**config.mk**
```make
export PLATFORM = sky130hd
export DESIGN_NAME = memory_game_engine
export DESIGN_NICKNAME = d
export VERILOG_FILES = /design/src/rtl/mem_game_pkg.sv /design/src/rtl/memory_game_engine_card_shuffler.sv /design/src/rtl/memory_game_engine.sv
export SDC_FILE = /design/constraint.sdc
export NUM_CORES = 1
export LEC_CHECK = 0
export ABC_AREA = 1
export CORE_ASPECT_RATIO = 1.4
export CORE_MARGIN = 2
export CORE_UTILIZATION = 45
export CTS_BUF_LIST = sky130_fd_sc_hd__clkbuf_8
export CTS_CLUSTER_SIZE = 16
export DETAILED_ROUTE_END_ITERATION = 16
export GPL_ROUTABILITY_DRIVEN = 0
export PLACE_DENSITY = 0.71
export SYNTH_ARGS = -nofsm -noshare
export SYNTH_HDL_FRONTEND = slang
export SYNTH_SLANG_ARGS = --single-unit
```
**constraint.sdc**
```tcl
create_clock -name clk -period 2.3 [get_ports clk]
set_input_delay 0.575 -clock clk [delete_from_list [all_inputs] [get_ports clk]]
set_output_delay 0.575 -clock clk [all_outputs]
set_load 0.005 [all_outputs]
```
**src/rtl/mem_game_pkg.sv**
```systemverilog
// Shared types for the card-matching game engine: FSM state encoding and per-card record.
package mem_game_pkg;

   // Wide enough for 16 pairs, the largest supported board.
   localparam int unsigned PAIR_ID_W = 4;

   typedef enum logic [3:0] {
      IDLE,
      DEAL,
      PREVIEW,
      HIDE,
      PICK1,
      PICK2,
      COMPARE,
      SHOW,
      OVER
   } game_state_t;

   typedef struct packed {
      logic                 matched;
      logic                 face_up;
      logic [PAIR_ID_W-1:0] pair_id;
   } card_t;

endpackage

```
**src/rtl/memory_game_engine_card_shuffler.sv**
```systemverilog
// card_shuffler: free-running 16-bit Fibonacci LFSR plus the descending Fisher-Yates swap sequencer.
module card_shuffler
   import mem_game_pkg::*;
#(
   parameter int unsigned N_CARDS = 16
) (
   input  logic                       clk,
   input  logic                       rst,
   input  logic                       begin_deal,
   output logic                       swap_en,
   output logic [$clog2(N_CARDS)-1:0] swap_i,
   output logic [$clog2(N_CARDS)-1:0] swap_j,
   output logic                       swap_last
);

   localparam int unsigned IDX_W = $clog2(N_CARDS);

   logic [15:0]      lfsr_q;
   logic             busy_q;
   logic [IDX_W-1:0] idx_q;

   always_ff @(posedge clk or negedge rst) begin
      if (!rst) begin
         lfsr_q <= 16'hACE1;
         busy_q <= 1'b0;
         idx_q  <= '0;
      end else begin
         // Taps 16,14,13,11.
         lfsr_q <= {lfsr_q[14:0], lfsr_q[15] ^ lfsr_q[13] ^ lfsr_q[12] ^ lfsr_q[10]};
         if (begin_deal) begin
            busy_q <= 1'b1;
            idx_q  <= IDX_W'(N_CARDS - 1);
         end else if (busy_q) begin
            if (idx_q == IDX_W'(1)) busy_q <= 1'b0;
            else                    idx_q  <= idx_q - IDX_W'(1);
         end
      end
   end

   always_comb begin
      swap_en   = busy_q;
      swap_i    = idx_q;
      swap_j    = IDX_W'(lfsr_q % (16'(idx_q) + 16'd1));
      swap_last = busy_q && (idx_q == IDX_W'(1));
   end

endmodule

```
**src/rtl/memory_game_engine.sv**
```systemverilog
// Board and turn engine for the card-matching game: deal, preview, picks, scoring, turn timer, winner.
// Define MEM_GAME_SHUFFLE_EN to shuffle the deal with an LFSR; otherwise the layout is fixed (pair_id=i>>1).
module memory_game_engine
   import mem_game_pkg::*;
#(
   parameter int unsigned N_CARDS       = 16,
   parameter int unsigned N_PLAYERS     = 2,
   parameter int unsigned TURN_SECS     = 15,
   parameter int unsigned PREVIEW_TICKS = 3,
   parameter int unsigned SHOW_TICKS    = 1
) (
   input  logic                                              clk,
   input  logic                                              rst,
   input  logic                                              tick,
   input  logic                                              start,
   input  logic                                              sel_valid,
   input  logic [$clog2(N_CARDS)-1:0]                        sel_idx,
   output card_t [N_CARDS-1:0]                               board,
   output game_state_t                                       state,
   output logic [$clog2(N_PLAYERS)-1:0]                      cur_player,
   output logic [N_PLAYERS-1:0][$clog2(N_CARDS/2+1)-1:0]     scores,
   output logic [$clog2(TURN_SECS+1)-1:0]                    time_left,
   output logic                                              game_over,
   output logic [$clog2(N_PLAYERS)-1:0]                      winner,
   output logic                                              tie
);

   localparam int unsigned IDX_W   = $clog2(N_CARDS);
   localparam int unsigned PL_W    = $clog2(N_PLAYERS);
   localparam int unsigned SCORE_W = $clog2(N_CARDS/2+1);
   localparam int unsigned TL_W    = $clog2(TURN_SECS+1);
   localparam int unsigned CNT_MAX = (PREVIEW_TICKS > SHOW_TICKS) ? PREVIEW_TICKS : SHOW_TICKS;
   localparam int unsigned CNT_W   = $clog2(CNT_MAX+1);

   logic [CNT_W-1:0]   tick_cnt_q;
   logic [SCORE_W-1:0] pairs_found_q;
   logic [IDX_W-1:0]   pick_a_q, pick_b_q;

   card_t [N_CARDS-1:0]               dealt;
   logic [N_PLAYERS-1:0][SCORE_W-1:0] scores_inc;
   logic [SCORE_W-1:0]                best;
   logic [PL_W-1:0]                   win_c, next_player;
   logic                              tie_c, pick_ok, expiring;

`ifdef MEM_GAME_SHUFFLE_EN
   logic             deal_first_q;
   logic             swap_en, swap_last;
   logic [IDX_W-1:0] swap_i, swap_j;

   card_shuffler #(
      .N_CARDS (N_CARDS)
   ) u_shuffler (
      .clk        (clk),
      .rst        (rst),
      .begin_deal ((state == DEAL) && deal_first_q),
      .swap_en    (swap_en),
      .swap_i     (swap_i),
      .swap_j     (swap_j),
      .swap_last  (swap_last)
   );
`endif

   always_comb begin
      for (int i = 0; i < N_CARDS; i++) begin
         dealt[i].matched = 1'b0;
         dealt[i].face_up = 1'b1;  // cards stay face-up through PREVIEW
         dealt[i].pair_id = PAIR_ID_W'(i / 2);
      end
      next_player = (cur_player == PL_W'(N_PLAYERS - 1)) ? '0 : cur_player + PL_W'(1);
      pick_ok  = sel_valid && (32'(sel_idx) < N_CARDS) &&
                 !board[sel_idx].matched && !board[sel_idx].face_up;
      expiring = tick && (time_left == TL_W'(1));
   end

   // Winner is evaluated on the scores as they will be after the final match lands.
   always_comb begin
      scores_inc             = scores;
      scores_inc[cur_player] = scores[cur_player] + SCORE_W'(1);
      best  = scores_inc[0];
      win_c = '0;
      tie_c = 1'b0;
      for (int p = 1; p < N_PLAYERS; p++) begin
         if (scores_inc[p] > best) begin
            best  = scores_inc[p];
            win_c = PL_W'(p);
            tie_c = 1'b0;
         end else if (scores_inc[p] == best) begin
            tie_c = 1'b1;
         end
      end
   end

   always_ff @(posedge clk or negedge rst) begin
      if (!rst) begin
         state         <= IDLE;
         board         <= '0;
         scores        <= '0;
         cur_player    <= '0;
         time_left     <= TL_W'(TURN_SECS);
         game_over     <= 1'b0;
         winner        <= '0;
         tie           <= 1'b0;
         tick_cnt_q    <= '0;
         pairs_found_q <= '0;
         pick_a_q      <= '0;
         pick_b_q      <= '0;
`ifdef MEM_GAME_SHUFFLE_EN
         deal_first_q  <= 1'b0;
`endif
      end else begin
         case (state)
            IDLE, OVER: begin
               if (start) begin
                  state         <= DEAL;
                  scores        <= '0;
                  cur_player    <= '0;
                  game_over     <= 1'b0;
                  winner        <= '0;
                  tie           <= 1'b0;
                  tick_cnt_q    <= '0;
                  pairs_found_q <= '0;
`ifdef MEM_GAME_SHUFFLE_EN
                  deal_first_q  <= 1'b1;
`endif
               end
            end
            DEAL: begin
`ifdef MEM_GAME_SHUFFLE_EN
               if (deal_first_q) begin
                  board        <= dealt;
                  deal_first_q <= 1'b0;
               end else if (swap_en) begin
                  board[swap_i] <= board[swap_j];
                  board[swap_j] <= board[swap_i];
                  if (swap_last) state <= PREVIEW;
               end
`else
               board <= dealt;
               state <= PREVIEW;
`endif
            end
            PREVIEW: begin
               if (tick) begin
                  if (tick_cnt_q == CNT_W'(PREVIEW_TICKS - 1)) begin
                     tick_cnt_q <= '0;
                     state      <= HIDE;
                  end else begin
                     tick_cnt_q <= tick_cnt_q + CNT_W'(1);
                  end
               end
            end
            HIDE: begin
               for (int i = 0; i < N_CARDS; i++) board[i].face_up <= 1'b0;
               time_left <= TL_W'(TURN_SECS);
               state     <= PICK1;
            end
            PICK1, PICK2: begin
               if (time_left == '0) begin
                  for (int i = 0; i < N_CARDS; i++) begin
                     if (!board[i].matched) board[i].face_up <= 1'b0;
                  end
                  cur_player <= next_player;
                  time_left  <= TL_W'(TURN_SECS);
                  state      <= PICK1;
               end else begin
                  if (tick) time_left <= time_left - TL_W'(1);
                  // A pick landing on the expiring tick loses to the timeout.
                  if (pick_ok && !expiring) begin
                     board[sel_idx].face_up <= 1'b1;
                     if (state == PICK1) begin
                        pick_a_q <= sel_idx;
                        state    <= PICK2;
                     end else begin
                        pick_b_q <= sel_idx;
                        state    <= COMPARE;
                     end
                  end
               end
            end
            COMPARE: begin
               if (board[pick_a_q].pair_id == board[pick_b_q].pair_id) begin
                  board[pick_a_q].matched <= 1'b1;
                  board[pick_b_q].matched <= 1'b1;
                  scores[cur_player]      <= scores_inc[cur_player];
                  pairs_found_q           <= pairs_found_q + SCORE_W'(1);
                  if (pairs_found_q == SCORE_W'(N_CARDS/2 - 1)) begin
                     state     <= OVER;
                     game_over <= 1'b1;
                     winner    <= win_c;
                     tie       <= tie_c;
                  end else begin
                     time_left <= TL_W'(TURN_SECS);
                     state     <= PICK1;
                  end
               end else begin
                  state <= SHOW;
               end
            end
            SHOW: begin
               if (tick) begin
                  if (tick_cnt_q == CNT_W'(SHOW_TICKS - 1)) begin
                     tick_cnt_q               <= '0;
                     board[pick_a_q].face_up  <= 1'b0;
                     board[pick_b_q].face_up  <= 1'b0;
                     cur_player               <= next_player;
                     time_left                <= TL_W'(TURN_SECS);
                     state                    <= PICK1;
                  end else begin
                     tick_cnt_q <= tick_cnt_q + CNT_W'(1);
                  end
               end
            end
            default: state <= IDLE;
         endcase
      end
   end

endmodule

```
==> results of run 1 <==
placed cells by master, fill, tap and decap left out, drive strengths merged, types with 2 or more instances in the layout:
cell	count
dlymetal6s2s	2
bufinv	4
nand2	477
buf	87
nand3	39
o21ai	116
dfstp	4
clkbuf	25
nor3	6
xor2	3
o211ai	11
ha	13
clkinv	10
o22ai	6
dfrtp	126
inv	134
a21oi	42
a31oi	4
nand4	25
o21bai	2
nor2	154
or2	21
clkdlybuf4s50	121
path summary, 6_finish.rpt:
check	start	end	slack, ns	depth (start not counted)
setup / recovery	pick_a_q[0]	scores[1]	0.05	17
hold / removal	rst	board[78]	0.09	1
setup reg to reg	pick_a_q[0]	scores[1]	0.05	17
hold reg to reg	time_left[1]	time_left[1]	0.49	2
max in group asynchronous	rst	time_left[3]	1.63	2
min in group clk	time_left[1]	time_left[1]	0.49	2
metal layers:
| metal | part of all wire, % | track usage (%) |
|---|---|---|
| met5 | 0 | 0 |
| met4 | 3.3 | 11.8 |
| met3 | 7.4 | 5.27 |
| met2 | 51 | 47.9 |
| met1 | 39 | 31.7 |
registers in the layout, indices dropped and copies added, names as in the netlist:
name and count:
winner 1, pairs_found_q 4, tie 1, cur_player 1, board 96, tick_cnt_q 2
scores 8, pick_a_q 4, time_left 4, pick_b_q 4, state 4, game_over 1
what timing repair did:
action / 4_1_cts / 5_1_grt
gates resized for setup: 0 / 66
setup buffers: 0 / 9
endpoints found under the setup margin: 0 / 54
through the flow:
step	cell area [um^2]	setup slack, ns	std cells	total power, mW	util [%]
floorplan	8160	0.100	1240	7.48	-
global placement	10200	-0.275	1634	9.97	56.9
detailed placement	10200	-0.352	1634	10.1	56.9
CTS	10600	0.00356	1666	12.3	59.4
global route	11000	-0.0977	1681	14.1	61.7
finish	11000	0.0486	1681	13.1	61.7
cell type report:
cell class                      instances  area, um^2  share of cell area [%]
Clock buffer                           19         262                    2.37
Clock inverter                         13         183                    1.66
Inverter                              136         515                    4.68
Multi-Input combinational cell        927        4280                    38.9
Sequential cell                       130        3260                    29.6
Tap cell                              240         300                    2.72
Timing Repair Buffer                  216        2220                    20.1
power breakdown:
part / total (mW) / switching, mW / internal (mW)
Combinational: 7.54 / 4.43 / 3.11
Clock: 2.22 / 0.985 / 1.24
Sequential: 3.33 / 0.568 / 2.76
Total: 13.1 / 5.98 / 7.11
worst reg2reg max path: cells and delay by family, from the launching register on:
kind,cells,cell delay (ns)
and+or+nand+nor,13,1.11
DFF,1,0.45
AOI/OAI and AO/OA,1,0.19
buffers and inverters,3,0.41
cell families after synthesis:
family / count (synthesis) / synth area share [%]
adder cells (fa/ha/maj): 13 / 1.99
XOR/XNOR: 4 / 0.429
AND/OR/NAND/NOR: 725 / 36.1
AO/OA/AOI/OAI: 185 / 12.2
buffers and inverters: 183 / 9.35
flip-flops: 130 / 39.9
==> metrics, run 1 <==
status=finished, final reports clean; Post-synth ARST share=100%; Buf/Inv on CP=3; final worst-path cycle share=97.9%; CP Data Arrival Time=approximately 2.6 ns; Required @ worst endpoint=~2.7 ns; largest net degree at the start of global routing=38; CP max stage delay=0.45 ns; Worst Setup End Kind=flip-flop; top cell type by total area after synthesis=dfrtp_1; largest cells by area after synthesis=dfrtp_1, nand2_1, nor2_1, o21ai_0, inv_1; share of post-route cells with drive strength above 1=14.2%; post-synthesis sequential area ratio=39.9%; final max-slew violation count=0; synth-to-layout area growth=35.1%; library cells used by synthesis=39; Final Setup Violations=0; CTS H-tree lvls=4; CTS buffer count=17; Syn. warnings=0; DRC errors left=0; Final Hold Fails=0; total track usage=around 27%; power per cell area=1190 nW/um^2; final net count=1450; top-count cell post-synth=nand2_1; Clock Pin Slew Worst Setup and Hold Paths=0.08 ns; WL/cell=15.7 um; worst slew pin tran=0.599 ns; Filler cells=1661; Routed WL=roughly 26000 um; mapped cell area=8160 um^2; Crit path max-delay family=simple AND/OR/NAND/NOR gates; remaining global-route overflow=0; startpoint types=flip-flop; Hold-fix buffers, CTS=0; CP Class=flip-flop to flip-flop; peak ir drop on the vdd network=0.724 mV; first-pass GRT wire length=roughly 41000 um; Post-synth top flop=dfrtp_1; Slowest cell on crit path=dfrtp_2; HPWL Detailed=18600 um; IO Pins=125; maxcap violations=0; # clock sinks=between 100 and 150; RSZ-0062 raised after global routing=yes; area share of the largest cell type after synthesis=38.6%; number of port buffers=124; vias per cell=5.29; Worst Path Max Fanout=26; CP Cell Sequence=buf_8 -> o21ai_0 -> nand2_1 -> nand2_1 -> nand2_1 -> nand2_1 -> nor2_1 -> nand2_1 -> nand2_1 -> nor2_2 -> nand2_2 -> nand2_4 -> buf_4 -> buf_4 -> nand3_2 -> nand2_1 -> nand2_1; Tmin final=2.25 ns; diode count=0; Synth Net Count=about 1300; drt pass-1 iters=7; EDFF count, synth=0; CTS Buffer Depth=2; initial antenna violation count=0; relative slew slack=60.0%; FF+latch count, synth=130; worst min path class=primary input to asynchronous set/reset pin; Most Frequent Cell on Critical Path=nand2_1; CTS root buf=clkbuf_8; vias in the first global route=8299; # rows=58; hold_ws=0.0878 ns; via count=8892; Worst Clk Skew=0.00997 ns; synth cell count leaders=nand2_1, nor2_1, dfrtp_1; Clock Latency Late Sink=between 0.4 and 0.5 ns; core region area=17900 um^2; top achievable clock speed=about 440 MHz; die height=163 um; die footprint=19200 um^2; Antenna Violating Nets Remaining=0; DRT iter0 DRCs=roughly 870; initial core utilization=45.7%; Lkg Pwr=approximately 5.4 nW; CTS tree=yes; post-synthesis cell count=1240; mean post-synth cell area=6.58 um^2; Die Wd=118 um; setup TNS=0 ns
Power figures use the tool's default switching activity.
==> run 2: changes to the inputs <==
ABC_AREA = default   (was 1)
PLACE_DENSITY = 0.72   (was 0.71)
==> metrics, run 2 <==
synth cell count leaders=dfrtp_1, nor2b_1, nand2_1; mean post-synth cell area=10.7 um^2 (+63%); die footprint=17100 um^2 (-11%); final net count=955 (-34%); vias in the first global route=7173 (-14%); CP Cell Sequence=buf_12 -> buf_6 -> mux4_2 -> a22oi_2 -> nand2_2 -> xnor2_2 -> nand4_4 -> buf_8 -> buf_6 -> a22o_1 -> a32o_1; worst slew pin tran=0.617 ns (+0.0180 ns); die height=154 um (-5.6%); Filler cells=1159 (-30%); Lkg Pwr=4.66 nW (-14%); largest cells by area after synthesis=dfrtp_1, mux4_2, nor2b_1, a22oi_1, nand2_1; CTS buffer count=17 (unchanged); post-synthesis sequential area ratio=45.0% (+5.1 points); maxcap violations=0 (unchanged); status=finished, violations left; drt pass-1 iters=7 (unchanged); core region area=15700 um^2 (-12%); sequential cell area=3260 um^2 (about the same); CTS root buf=clkbuf_8; Antenna Violating Nets Remaining=0 (unchanged); Syn. warnings=0 (unchanged); FF+latch count, synth=130 (unchanged); Required @ worst endpoint=2.63 ns (-0.03 ns); M1 GR Usage=31.2% (-0.49 points); top cell type by total area after synthesis=dfrtp_1; most frequent cells in the layout=buf_4, dfrtp_1, clkdlybuf4s50_1; area share of the largest cell type after synthesis=43.5% (+4.9 points); power per cell area=1470 nW/um^2 (+24%); remaining global-route overflow=0 (unchanged); biggest regs=board x96, scores x8; most common cell after layout, fill and taps aside=buf_4; power share of the combinational group=63.7% (+6.1 points); share of post-route cells with drive strength above 1=34.8% (+21 points); final max-slew violation count=0 (unchanged); Final Hold Fails=0 (unchanged); Final Setup Violations=55 (+55); Net Switching=6.29 mW (+5.1%); library cells used by synthesis=59 (+51%); Routed WL=22700 um (-14%); final worst-path cycle share=120% (+22 points); hold_ws=0.101 ns (+0.0128 ns); busiest grt layer=met2; CTS tree=yes; Die Wd=111 um (-5.6%); mapped cell area=7240 um^2 (-11%); Slowest cell on crit path=mux4_2; multi-input logic area=3930 um^2 (-8.2%); diode count=0 (unchanged); Biggest register=board; failing checks=setup timing; CTS H-tree lvls=4 (unchanged); CTS Buffer Depth=2 (unchanged); CP Class=flip-flop to flip-flop; Clock Pin Slew Worst Setup and Hold Paths=0.09 ns (about the same); met2 Use GR=46.1% (-1.8 points); Crit path max-delay family=compound AO/OA/AOI/OAI gates; startpoint types=flip-flop; CP max stage delay=0.52 ns (+0.07 ns); DRT iter0 DRCs=453 (-48%); first-pass GRT wire length=36200 um (-12%); CP Data Arrival Time=3.08 ns (+0.47 ns); Final Util=67.8% (+6.1 points); number of port buffers=124 (unchanged); Worst Setup End Kind=flip-flop; Most Frequent Cell on Critical Path=buf_6; setup TNS=-20.04 ns (-20.04 ns); initial antenna violation count=0 (unchanged); max reg flops=96 (unchanged); Clock Latency Late Sink=0.45 ns (about the same); Post-synth top flop=dfrtp_1; via count=6795 (-24%); largest net degree at the start of global routing=34 (-11%); # rows=54 (-6.9%); Seq pwr share=23.4% (-2.0 points); worst min path class=primary input to asynchronous set/reset pin; top achievable clock speed=363 MHz (-18%); top-count cell post-synth=dfrtp_1; IO Pins=125 (unchanged); vias per cell=5.95 (+12%); EDFF count, synth=0 (unchanged); Pint=9.36 mW (+32%); Tmin final=2.75 ns (+0.500 ns); # clock sinks=130 (unchanged); Buf/Inv on CP=4 (+1); relative slew slack=58.7% (-1.3 points); DRC errors left=0 (unchanged); Worst Path Max Fanout=8 (-69%); Overall Power=15.6 mW (+20%); HPWL Detailed=16000 um (-14%); Final WS setup=-0.451 ns (-0.500 ns); initial core utilization=46.2% (+0.50 points); switch share=40.2% (-5.5 points); total track usage=26.2% (-0.82 points); Synth Net Count=696 (-45%); post-synthesis cell count=674 (-46%); met3 Track Usage GR=4.26% (-1.0 points); clock share of power=12.9% (-4.1 points); RSZ-0062 raised after global routing=yes; Worst Clk Skew=0.0210 ns (+0.0110 ns); synth-to-layout area growth=46.8%; Post-synth ARST share=100% (unchanged); peak ir drop on the vdd network=1.10 mV (+52%); WL/cell=19.8 um (+26%)
run 2: timing repair:
action / 4_1_cts / 5_1_grt
endpoints found under the hold margin: 0 / 0
buffers inserted: 9 / 5
cloned: 1 / 2
pin swaps: 20 / 15
resized for setup: 48 / 31
setup endpoints to repair: 63 / 58
hold buffers: 0 / 0
run 2: worst paths after layout:
check                       startpoint  cells after the start  slack (ns)            to
min in group clk                   tie                      1        0.50           tie
max in group asynchronous          rst                      2        1.43  time_left[3]
min                                rst                      1        0.10     scores[6]
min reg2reg                        tie                      1        0.50           tie
max reg2reg                pick_a_q[0]                     11       -0.45        winner
max                        pick_a_q[0]                     11       -0.45        winner
run 2: cell type report:
cell class                      count  share of cell area (%)
Tap cell                          196                    2.31
Multi-Input combinational cell    480                    37.0
Sequential cell                   130                    30.7
Timing Repair Buffer              295                    25.9
Inverter                            9                   0.318
Clock buffer                       20                    2.59
Clock inverter                     12                    1.24
run 2: stage by stage:
stage | area (um^2) | std cells | setup WS [ns]
global route | 10600 | 1142 | -0.512
global placement | 9750 | 1094 | -0.674
CTS | 10400 | 1136 | -0.431
detailed placement | 9750 | 1094 | -0.776
finish | 10600 | 1142 | -0.451
floorplan | 7300 | 674 | -0.214
run 2: kinds of logic after synthesis:
| group | count (synthesis) | share of synthesized area (%) |
|---|---|---|
| simple gates | 239 | 17.2 |
| compound gates | 169 | 17.3 |
| flops | 130 | 45.0 |
| buf+inv | 64 | 3.87 |
| mux | 51 | 13.5 |
| fa+ha+maj | 13 | 2.25 |
| xor+xnor | 8 | 0.967 |
run 2: metal layers:
layer | part of all wire [%] | wire length, um | up-vias
met5 | 0 | 0 | -
met4 | 3.2 | 718 | 0
met3 | 6.0 | 1350 | 60
met2 | 52 | 11900 | 369
met1 | 38 | 8700 | 3355
li1 | - | - | 3011
run 2: power groups by stage:
stage	combinational [mW]	sequential, mW	clock, mW
5_1_grt	10.7	3.74	2.14
2_1_floorplan	4.69	3.58	0
4_1_cts	9.04	3.63	2.05
3_3_place_gp	7.84	3.60	0
6_report	9.97	3.66	2.02
3_5_place_dp	8.12	3.64	0
